$ cat config.mk
export PLATFORM = sky130hd
export DESIGN_NAME = mbr_scan_controller
export DESIGN_NICKNAME = d
export VERILOG_FILES = /design/src/rtl/mbr_scan_controller.sv
export SDC_FILE = /design/constraint.sdc
export NUM_CORES = 1
export LEC_CHECK = 0
export ABC_AREA = 1
export BUFFER_PORTS_ARGS = -buffer_cell sky130_fd_sc_hd__buf_2
export CORE_MARGIN = 5
export CORE_UTILIZATION = 40
export DETAILED_ROUTE_END_ITERATION = 7
export GPL_ROUTABILITY_DRIVEN = 0
export GPL_TIMING_DRIVEN = 0
export SYNTH_ARGS = -nofsm -noshare
export SYNTH_HDL_FRONTEND = slang
export SYNTH_SLANG_ARGS = --single-unit
$ cat constraint.sdc
create_clock -name clock -period 3.15 [get_ports clock]
set_input_delay 0.945 -clock clock [delete_from_list [all_inputs] [get_ports clock]]
set_output_delay 0.945 -clock clock [all_outputs]
set_load 0.01 [all_outputs]
$ cat src/rtl/mbr_scan_controller.sv
// ---------------------------------------------------------------------------
// mbr_scan_controller
//
// Reads the Master Boot Record (one 512-byte sector) through the block
// reader, extracts the four partition start LBAs and type bytes, validates
// the 0x55AA boot signature and publishes the results atomically.
//
// Parameters
//   SECTOR_LBA      LBA requested for the MBR read.
//   TIMEOUT_CYCLES  watchdog limit in cycles (watchdog build only).
//
// Configuration
//   MBR_SCAN_TIMEOUT_EN  when defined, a watchdog aborts a stalled scan with
//                        io_errorCode = 2. Undefined: the scan waits forever.
//
// Ports
//   clock, reset          sole clock; synchronous active-high reset
//   io_start              scan request pulse, honoured only while idle
//   io_ReadReq_*          single-sector read request (valid/ready, lba)
//   io_Data_*             byte stream from the block reader, offset 0 first
//   io_Partition1..4Start committed partition start LBAs
//   io_PartitionTypes     committed type bytes {P4,P3,P2,P1}
//   io_busy               scan in progress
//   io_done               one-cycle pulse on a successful commit
//   io_error              sticky error flag, cleared by the next accepted start
//   io_errorCode          0 none, 1 bad signature, 2 timeout
// ---------------------------------------------------------------------------
module mbr_scan_controller #(
  parameter logic [31:0] SECTOR_LBA     = 32'd0,
  parameter int unsigned TIMEOUT_CYCLES = 1000000
) (
  input  logic        clock,
  input  logic        reset,
  input  logic        io_start,
  output logic        io_ReadReq_valid,
  input  logic        io_ReadReq_ready,
  output logic [31:0] io_ReadReq_lba,
  input  logic        io_Data_valid,
  input  logic [7:0]  io_Data_bits,
  output logic        io_Data_ready,
  output logic [31:0] io_Partition1Start,
  output logic [31:0] io_Partition2Start,
  output logic [31:0] io_Partition3Start,
  output logic [31:0] io_Partition4Start,
  output logic [31:0] io_PartitionTypes,
  output logic        io_busy,
  output logic        io_done,
  output logic        io_error,
  output logic [1:0]  io_errorCode
);

  typedef enum logic [1:0] {
    S_IDLE,
    S_REQUEST,
    S_RECEIVE,
    S_CHECK
  } state_t;

  localparam logic [8:0]  TABLE_FIRST = 9'd446;
  localparam logic [8:0]  SIG_LO      = 9'd510;
  localparam logic [8:0]  SIG_HI      = 9'd511;
  localparam logic [15:0] BOOT_SIG    = 16'h55AA;

  state_t state, state_nxt;

  logic [8:0]       byte_cnt;
  logic [3:0][7:0]  shd_type;
  logic [3:0][31:0] shd_start;
  logic [15:0]      shd_sig;

  logic       req_fire;
  logic       data_fire;
  logic       in_table;
  logic [5:0] table_rel;
  logic [1:0] table_ent;
  logic [3:0] table_off;
  logic       sig_ok;
  logic       timeout_hit;

  assign req_fire  = (state == S_REQUEST) && io_ReadReq_ready;
  assign data_fire = (state == S_RECEIVE) && io_Data_valid;

  // Partition table occupies offsets 446..509: four 16-byte entries.
  assign in_table  = (byte_cnt >= TABLE_FIRST) && (byte_cnt < SIG_LO);
  assign table_rel = 6'(byte_cnt - TABLE_FIRST);
  assign table_ent = table_rel[5:4];
  assign table_off = table_rel[3:0];

  // Byte 510 lands in the upper half, byte 511 in the lower half.
  assign sig_ok = (shd_sig == BOOT_SIG);

  assign io_ReadReq_lba = SECTOR_LBA;

`ifdef MBR_SCAN_TIMEOUT_EN
  logic [31:0] wd_cnt;
  logic        wd_active;

  // CHECK lasts one cycle and always completes, so only the two waiting
  // states are guarded.
  assign wd_active = (state == S_REQUEST) || (state == S_RECEIVE);

  always_ff @(posedge clock) begin
    if (reset) begin
      wd_cnt <= '0;
    end else if (!wd_active || req_fire || data_fire) begin
      wd_cnt <= '0;
    end else begin
      wd_cnt <= wd_cnt + 32'd1;
    end
  end

  // Fires on the cycle in which the stall count would reach the limit.
  assign timeout_hit = wd_active && !req_fire && !data_fire &&
                       (wd_cnt == 32'(TIMEOUT_CYCLES - 1));
`else
  assign timeout_hit = 1'b0;
`endif

  // State register
  always_ff @(posedge clock) begin
    if (reset) begin
      state <= S_IDLE;
    end else begin
      state <= state_nxt;
    end
  end

  // Next-state and handshake decode
  always_comb begin
    state_nxt        = state;
    io_ReadReq_valid = 1'b0;
    io_Data_ready    = 1'b0;
    io_busy          = 1'b1;
    unique case (state)
      S_IDLE: begin
        io_busy = 1'b0;
        if (io_start) begin
          state_nxt = S_REQUEST;
        end
      end
      S_REQUEST: begin
        io_ReadReq_valid = 1'b1;
        if (timeout_hit) begin
          state_nxt = S_IDLE;
        end else if (io_ReadReq_ready) begin
          state_nxt = S_RECEIVE;
        end
      end
      S_RECEIVE: begin
        io_Data_ready = 1'b1;
        if (timeout_hit) begin
          state_nxt = S_IDLE;
        end else if (io_Data_valid && (byte_cnt == SIG_HI)) begin
          state_nxt = S_CHECK;
        end
      end
      S_CHECK: begin
        state_nxt = S_IDLE;
      end
      default: begin
        state_nxt = S_IDLE;
        io_busy   = 1'b0;
      end
    endcase
  end

  // Byte counter and shadow capture
  always_ff @(posedge clock) begin
    if (reset) begin
      byte_cnt  <= '0;
      shd_type  <= '0;
      shd_start <= '0;
      shd_sig   <= '0;
    end else begin
      if (req_fire) begin
        byte_cnt <= '0;
      end else if (data_fire) begin
        byte_cnt <= byte_cnt + 9'd1;
        if (in_table) begin
          if (table_off == 4'd4) begin
            shd_type[table_ent] <= io_Data_bits;
          end
          // Offsets +8..+11 hold the start LBA, least significant byte first.
          if (table_off[3:2] == 2'b10) begin
            shd_start[table_ent][{table_off[1:0], 3'b000} +: 8] <= io_Data_bits;
          end
        end
        if (byte_cnt == SIG_LO) begin
          shd_sig[15:8] <= io_Data_bits;
        end
        if (byte_cnt == SIG_HI) begin
          shd_sig[7:0] <= io_Data_bits;
        end
      end
    end
  end

  // Committed outputs and status
  always_ff @(posedge clock) begin
    if (reset) begin
      io_Partition1Start <= '0;
      io_Partition2Start <= '0;
      io_Partition3Start <= '0;
      io_Partition4Start <= '0;
      io_PartitionTypes  <= '0;
      io_done            <= 1'b0;
      io_error           <= 1'b0;
      io_errorCode       <= '0;
    end else begin
      io_done <= 1'b0;
      if ((state == S_IDLE) && io_start) begin
        io_error     <= 1'b0;
        io_errorCode <= '0;
      end
      if (state == S_CHECK) begin
        if (sig_ok) begin
          io_Partition1Start <= shd_start[0];
          io_Partition2Start <= shd_start[1];
          io_Partition3Start <= shd_start[2];
          io_Partition4Start <= shd_start[3];
          io_PartitionTypes  <= shd_type;
          io_done            <= 1'b1;
        end else begin
          io_error     <= 1'b1;
          io_errorCode <= 2'd1;
        end
      end
      if (timeout_hit) begin
        io_error     <= 1'b1;
        io_errorCode <= 2'd2;
      end
    end
  end

endmodule
==> results of run 1 <==
[worst max-delay path, stage by stage (launching register included)]
cell,delay [ns]
dfxtp_1,0.46
clkbuf_1,0.35
inv_1,0.19
ha_1,0.34
clkbuf_1,0.21
nor2_1,0.40
nand3_1,0.52
nand2_1,0.22
nand2_1,0.09
nor2_1,0.09
[power breakdown]
group          total (mW)  leakage, nW  internal [mW]  switching (mW)
clock network        4.59        0.636           2.78            1.81
logic               0.787         5.00          0.166           0.621
registers            4.48         2.83           4.46          0.0209
[registers in the layout, indices dropped and copies added (netlist names)]
name / flops
byte_cnt: 9
io_Partition1Start: 32
io_Partition2Start: 32
io_Partition3Start: 32
io_Partition4Start: 32
io_PartitionTypes: 32
io_done: 1
io_error: 1
io_errorCode: 2
shd_sig: 16
shd_start: 128
shd_type: 32
state: 2
[path summary, 6_finish.rpt]
path	start	to	depth (start not counted)	slack [ns]
max reg2reg	byte_cnt[0]$_SDFFE_PP0N_	shd_start[17]$_SDFFE_PP0P_	9	0.22
max	byte_cnt[0]$_SDFFE_PP0N_	shd_start[17]$_SDFFE_PP0P_	9	0.22
min	shd_sig[7]$_SDFFE_PP0P_	shd_sig[7]$_SDFFE_PP0P_	2	0.46
min reg2reg	shd_sig[7]$_SDFFE_PP0P_	shd_sig[7]$_SDFFE_PP0P_	2	0.46
[area by class of cell]
| class | count | area [um2] |
|---|---|---|
| Tap cell | 455 | 569.3 |
| Inverter | 70 | 265.3 |
| Clock buffer | 57 | 1152 |
| Sequential cell | 351 | 7027 |
| Timing Repair Buffer | 173 | 865.8 |
| Clock inverter | 9 | 151.4 |
| Buffer | 138 | 802.0 |
| Multi-Input combinational cell | 1365 | 5904 |
| Fill cell | 3526 | 17640 |
[cells by family (layout without fill, tap and decap cells)]
kind of cell	after synthesis	after routing	share of synthesized area, %
xor+xnor	3	3	0.1893
simple gates	1119	1119	33.22
flops	351	351	50.62
fa+ha+maj	10	10	0.9013
buf+inv	208	447	7.688
compound gates	201	201	7.355
other cells	1	32	0.02701
[through the flow]
step / power, mW / hold WS [ns] / util [%] / area, um2 / setup WS, ns
6_report: 9.856 / 0.4592 / 48.69 / 16740 / 0.2165
3_3_place_gp: 5.318 / 0.4407 / 44.90 / 15430 / 0.2013
2_1_floorplan: 5.007 / 0.4291 / - / 14000 / 0.9282
5_1_grt: 10.14 / 0.4734 / 48.69 / 16740 / 0.08886
4_1_cts: 9.884 / 0.4578 / 48.69 / 16740 / 0.3595
3_5_place_dp: 5.323 / 0.4499 / 44.90 / 15430 / 0.2223
[synth_stat cells, types with 4 or more instances]
master and n:
dfxtp_1 351, o21ai_0 176, buf_1 9, nor2_2 4
nand3_1 23, a21oi_1 20, nand4_1 17, nor2_8 10
ha_1 10, buf_4 36, nor2_4 9, nand2_1 375
nor2_1 664, inv_2 5, buf_6 15, clkbuf_1 61
inv_1 63, buf_2 16
[per-layer routing]
metal | share of wire (%) | routed length, um | track usage (%)
met1 | 46 | 18830 | 28.45
met2 | 44 | 17780 | 32.15
met3 | 7.2 | 2932 | 3.778
met5 | 0.10 | 42 | 0.8940
met4 | 3.0 | 1210 | 6.413
==> impl_metrics.env, run 1 <==
export IMPL_outcome="finished, final reports clean"
export IMPL_final_cell_mix="nor2_1, nand2_1, dfxtp_1"
export IMPL_num_rows=68
export IMPL_grt_max_degree=15
export IMPL_core_area_mm2=0.03437
export IMPL_ir_worst_vdd_mv=0.4103
export IMPL_slew_violations=0
export IMPL_rsz0062_at_grt="no"
export IMPL_clock_path_buffers=3
export IMPL_min_path_type="flop to flop"
export IMPL_routedWlPerCell_um=15.58
export IMPL_critPathKind="flop to flop"
export IMPL_grt_overflow_total=0
export IMPL_cp_max_fo=10
export IMPL_dp_hpwl_um=28960
export IMPL_drc_errors=0
export IMPL_ys_ff_latch=351
export IMPL_maxCapViolations=0
export IMPL_drt_vias_per_instance=4.742
export IMPL_grt_pass1_wl_um=63160
export IMPL_cts_resized_gates=0
export IMPL_numPortBuffers=173
export IMPL_firstDrtPassIters=5
export IMPL_vias=12420
export IMPL_io_pins=212
export IMPL_arrival_ns=3.39
export IMPL_syn_inst=1893
export IMPL_htree_levels=2
export IMPL_area_growth_pct=20.57
export IMPL_worstMarginPinSlew_ns=0.9856
export IMPL_postCtsSetupRepairBufs=0
export IMPL_async_flop_share_pct=0
export IMPL_drive_gt1_share_pct=15.81
export IMPL_synth_area_leader_cell="dfxtp_1"
export IMPL_grt_usage_pct=20.42
export IMPL_start_util_pct=40.39
export IMPL_synth_edf_count=0
export IMPL_synth_area_leaders="dfxtp_1, nor2_1, nand2_1"
export IMPL_fmaxAchievable_mhz=340.9
export IMPL_grt_pass1_vias=11800
export IMPL_ant_nets=0
export IMPL_fin_nets=2159
export IMPL_die_w_um=196.3
export IMPL_stdcell_count=2618
export IMPL_endpoint_kind="flop"
export IMPL_yosysWarnings=0
export IMPL_skew_ns=0.03089
export IMPL_synth_top_area_share_pct=50.62
export IMPL_diodes=0
export IMPL_dp_cells=2552
export IMPL_insertion_delay_ns=0.54
export IMPL_cellLeakagePower_nw=8.465
export IMPL_worstSetupStartpointType="flop"
export IMPL_ys_flop_type="dfxtp_1"
export IMPL_relSlewSlack_pct=34.30
export IMPL_seq_area_frac_synth_pct=50.62
export IMPL_fin_crit_sh_pct=93.13
export IMPL_root_buffer="clkbuf_16"
export IMPL_antenna_found_initial=0
export IMPL_final_common_cell="nor2_1"
export IMPL_tns_ns=0
export IMPL_finalSetupViolations=0
export IMPL_postCtsHoldBufs=0
export IMPL_cts_clk_slew_worst_paths_ns=0.06
export IMPL_finalHoldViolations=0
export IMPL_synth_area_mm2=0.01388
export IMPL_fin_crit_ns=2.934
export IMPL_avgSynthCellArea_um2=7.333
export IMPL_cts_tree="done"
export IMPL_cts_buffers=37
export IMPL_wirelength_um=40790
export IMPL_drtIter0Drc=862
export IMPL_dieArea_mm2=0.03853
export IMPL_die_h_um=196.3
export IMPL_power_density_mw_per_mm2=588.9
export IMPL_numClockSinks=351
export IMPL_cp_data_required_time_ns=3.61
export IMPL_yosysUniqueCellTypes=35
(Power assumes the default switching activity.)
==> inputs of run 2 (changes only) <==
Settings changed: BUFFER_PORTS_ARGS -buffer_cell sky130_fd_sc_hd__buf_2 to default, CELL_PAD_IN_SITES_DETAIL_PLACEMENT from default to 0, CELL_PAD_IN_SITES_GLOBAL_PLACEMENT from default to 1, CTS_CLUSTER_SIZE from default to 14, DONT_BUFFER_PORTS from default to 1, PLACE_DENSITY_LB_ADDON from default to 0.1.
==> run 2 against run 1 <==
Largest cell class unchanged. Non-clock buffer count shrank 173. Routed wire length grew 3.3%. Cell area shrank 5.7%.
==> impl_metrics.env, run 2 (same netlist as run 1, synthesis figures left out) <==
export IMPL_outcome="finished, final reports clean"
export IMPL_cts_buffers=39
export IMPL_fin_area_mm2=0.01579
export IMPL_p_sw_share_pct=25.06
export IMPL_finalSetupViolations=0
export IMPL_worst_path_max_delay_cell="nand3_1"
export IMPL_preCtsSetupSlack_ns=0.2634
export IMPL_postCtsSetupRepairBufs=0
export IMPL_finalHoldViolations=0
export IMPL_grt_max_degree=13
export IMPL_grt_pass1_wl_um=64950
export IMPL_dp_cells=2379
export IMPL_final_cell_mix="nor2_1, nand2_1, dfxtp_1"
export IMPL_grt_pass1_vias=10950
export IMPL_fmaxAchievable_mhz=328.8
export IMPL_largest_reg_flops=128
export IMPL_cts_resized_gates=0
export IMPL_firstDrtPassIters=5
export IMPL_dp_hpwl_um=29640
export IMPL_drive_gt1_share_pct=8.165
export IMPL_hold_slack_ns=0.4590
export IMPL_drt_vias_per_instance=4.723
export IMPL_fin_crit_sh_pct=96.56
export IMPL_dpl_instance_area_mm2=0.01457
export IMPL_core_area_mm2=0.03437
export IMPL_fin_crit_ns=3.042
export IMPL_die_h_um=196.3
export IMPL_area_growth_pct=13.71
export IMPL_die_w_um=196.3
export IMPL_min_path_type="flop to flop"
export IMPL_arrival_ns=3.50
export IMPL_clock_path_buffers=3
export IMPL_final_common_cell="nor2_1"
export IMPL_postCtsHoldBufs=0
export IMPL_max_flop_register="shd_start"
export IMPL_drc_errors=0
export IMPL_max_stage_delay_ns=0.62
export IMPL_htree_levels=2
export IMPL_drtIter0Drc=755
export IMPL_io_pins=212
export IMPL_cellLeakagePower_nw=7.467
export IMPL_p_int_mw=7.240
export IMPL_p_switching_mw=2.421
export IMPL_rsz0062_at_grt="yes"
export IMPL_start_util_pct=40.39
export IMPL_skew_ns=0.01116
export IMPL_num_rows=68
export IMPL_root_buffer="clkbuf_16"
export IMPL_maxCapViolations=0
export IMPL_cp_buffers_inverters=3
export IMPL_cp_data_required_time_ns=3.61
export IMPL_endpoint_kind="flop"
export IMPL_numClockSinks=351
export IMPL_fin_nets=1988
export IMPL_ir_worst_vdd_mv=0.4268
export IMPL_cts_tree="done"
export IMPL_ant_nets=0
export IMPL_vias=11530
export IMPL_dieArea_mm2=0.03853
export IMPL_worstSetupStartpointType="flop"
export IMPL_clkPwrFrac_pct=45.4
export IMPL_cp_max_fo=10
export IMPL_post_route_util_pct=45.92
export IMPL_cts_clk_slew_worst_paths_ns=0.06
export IMPL_routedWlPerCell_um=17.26
export IMPL_wirelength_um=42120
export IMPL_insertion_delay_ns=0.53
export IMPL_power_density_mw_per_mm2=612.0
export IMPL_crit_family="simple AND/OR/NAND/NOR gates"
export IMPL_relSlewSlack_pct=31.05
export IMPL_critPathKind="flop to flop"
export IMPL_cp_cell_sequence="clkbuf_1, inv_1, ha_1, clkbuf_1, nor2_1, nand3_1, nor3b_1, nor2_1"
export IMPL_numPortBuffers=0
export IMPL_grt_usage_pct=21.59
export IMPL_worstMarginPinSlew_ns=1.034
export IMPL_seq_power_share_pct=46.4
export IMPL_stdcell_count=2441
export IMPL_layout_setup_ws_ns=0.1083
export IMPL_antenna_found_initial=0
export IMPL_slew_violations=0
export IMPL_comb_power_share_pct=8.2
export IMPL_grt_overflow_total=0
## run 2: cell count changes in the layout (fill, tap and decap cells not counted)
| cell | previous run | this run |
|---|---|---|
| buf_2 | 189 | 16 |
| bufinv_16 | 3 | 2 |
| clkbuf_1 | 67 | 69 |
| clkbuf_16 | 38 | 41 |
| clkbuf_8 | 13 | 5 |
| clkinv_2 | 2 | 3 |
| clkinv_8 | 1 | 0 |
| clkinvlp_4 | 2 | 1 |
| diode_2 | 0 | 2 |
| inv_16 | 1 | 0 |
| nand3_1 | 23 | 22 |
| nand3_2 | 0 | 1 |
## run 2: power by group through the flow
stage	logic (mW)	clock network (mW)	registers (mW)
floorplan	0.433	0	4.57
global placement	0.776	0	4.58
detailed placement	0.777	0	4.58
CTS	0.780	4.49	4.48
global route	0.842	4.68	4.48
finish	0.792	4.39	4.48
## run 2: stage by stage
stage               power (mW)  TNS, ns
floorplan                5.007        0
global placement         5.353        0
detailed placement       5.355        0
CTS                      9.756        0
global route             10.01  -0.6551
finish                   9.661        0
## run 2: worst paths after layout
path                             from                    endpoint  slack (ns)  depth (start not counted)
min          shd_sig[13]$_SDFFE_PP0P_    shd_sig[13]$_SDFFE_PP0P_        0.46                          2
max          byte_cnt[0]$_SDFFE_PP0N_  shd_start[53]$_SDFFE_PP0P_        0.11                          8
min reg2reg  shd_sig[13]$_SDFFE_PP0P_    shd_sig[13]$_SDFFE_PP0P_        0.46                          2
max reg2reg  byte_cnt[0]$_SDFFE_PP0N_  shd_start[53]$_SDFFE_PP0P_        0.11                          8
## run 2: worst min-delay path: cells and delay by family (launching register included)
| family | cells | cell delay, ns |
|---|---|---|
| DFF | 1 | 0.29 |
| buffers and inverters | 1 | 0.06 |
| AOI/OAI and AO/OA | 1 | 0.06 |
## run 2: routing by layer
| layer | vias to the layer above | share of wire, % | global-route usage [%] |
|---|---|---|---|
| met2 | 288 | 44 | 33.32 |
| met1 | 5230 | 47 | 30.36 |
| li1 | 5948 | - | - |
| met5 | - | 0 | 0 |
| met4 | 0 | 2.8 | 6.387 |
| met3 | 64 | 6.3 | 4.809 |
## run 2: final cells by class
class / count / area (um2)
sequential: 351 / 7027
inverter: 70 / 265.3
antenna: 2 / 5.005
multi-input combinational: 1365 / 5909
buffer: 138 / 802.0
clock buffer: 54 / 1125
fill: 3606 / 18590
clock inverter: 6 / 82.58
tap: 455 / 569.3
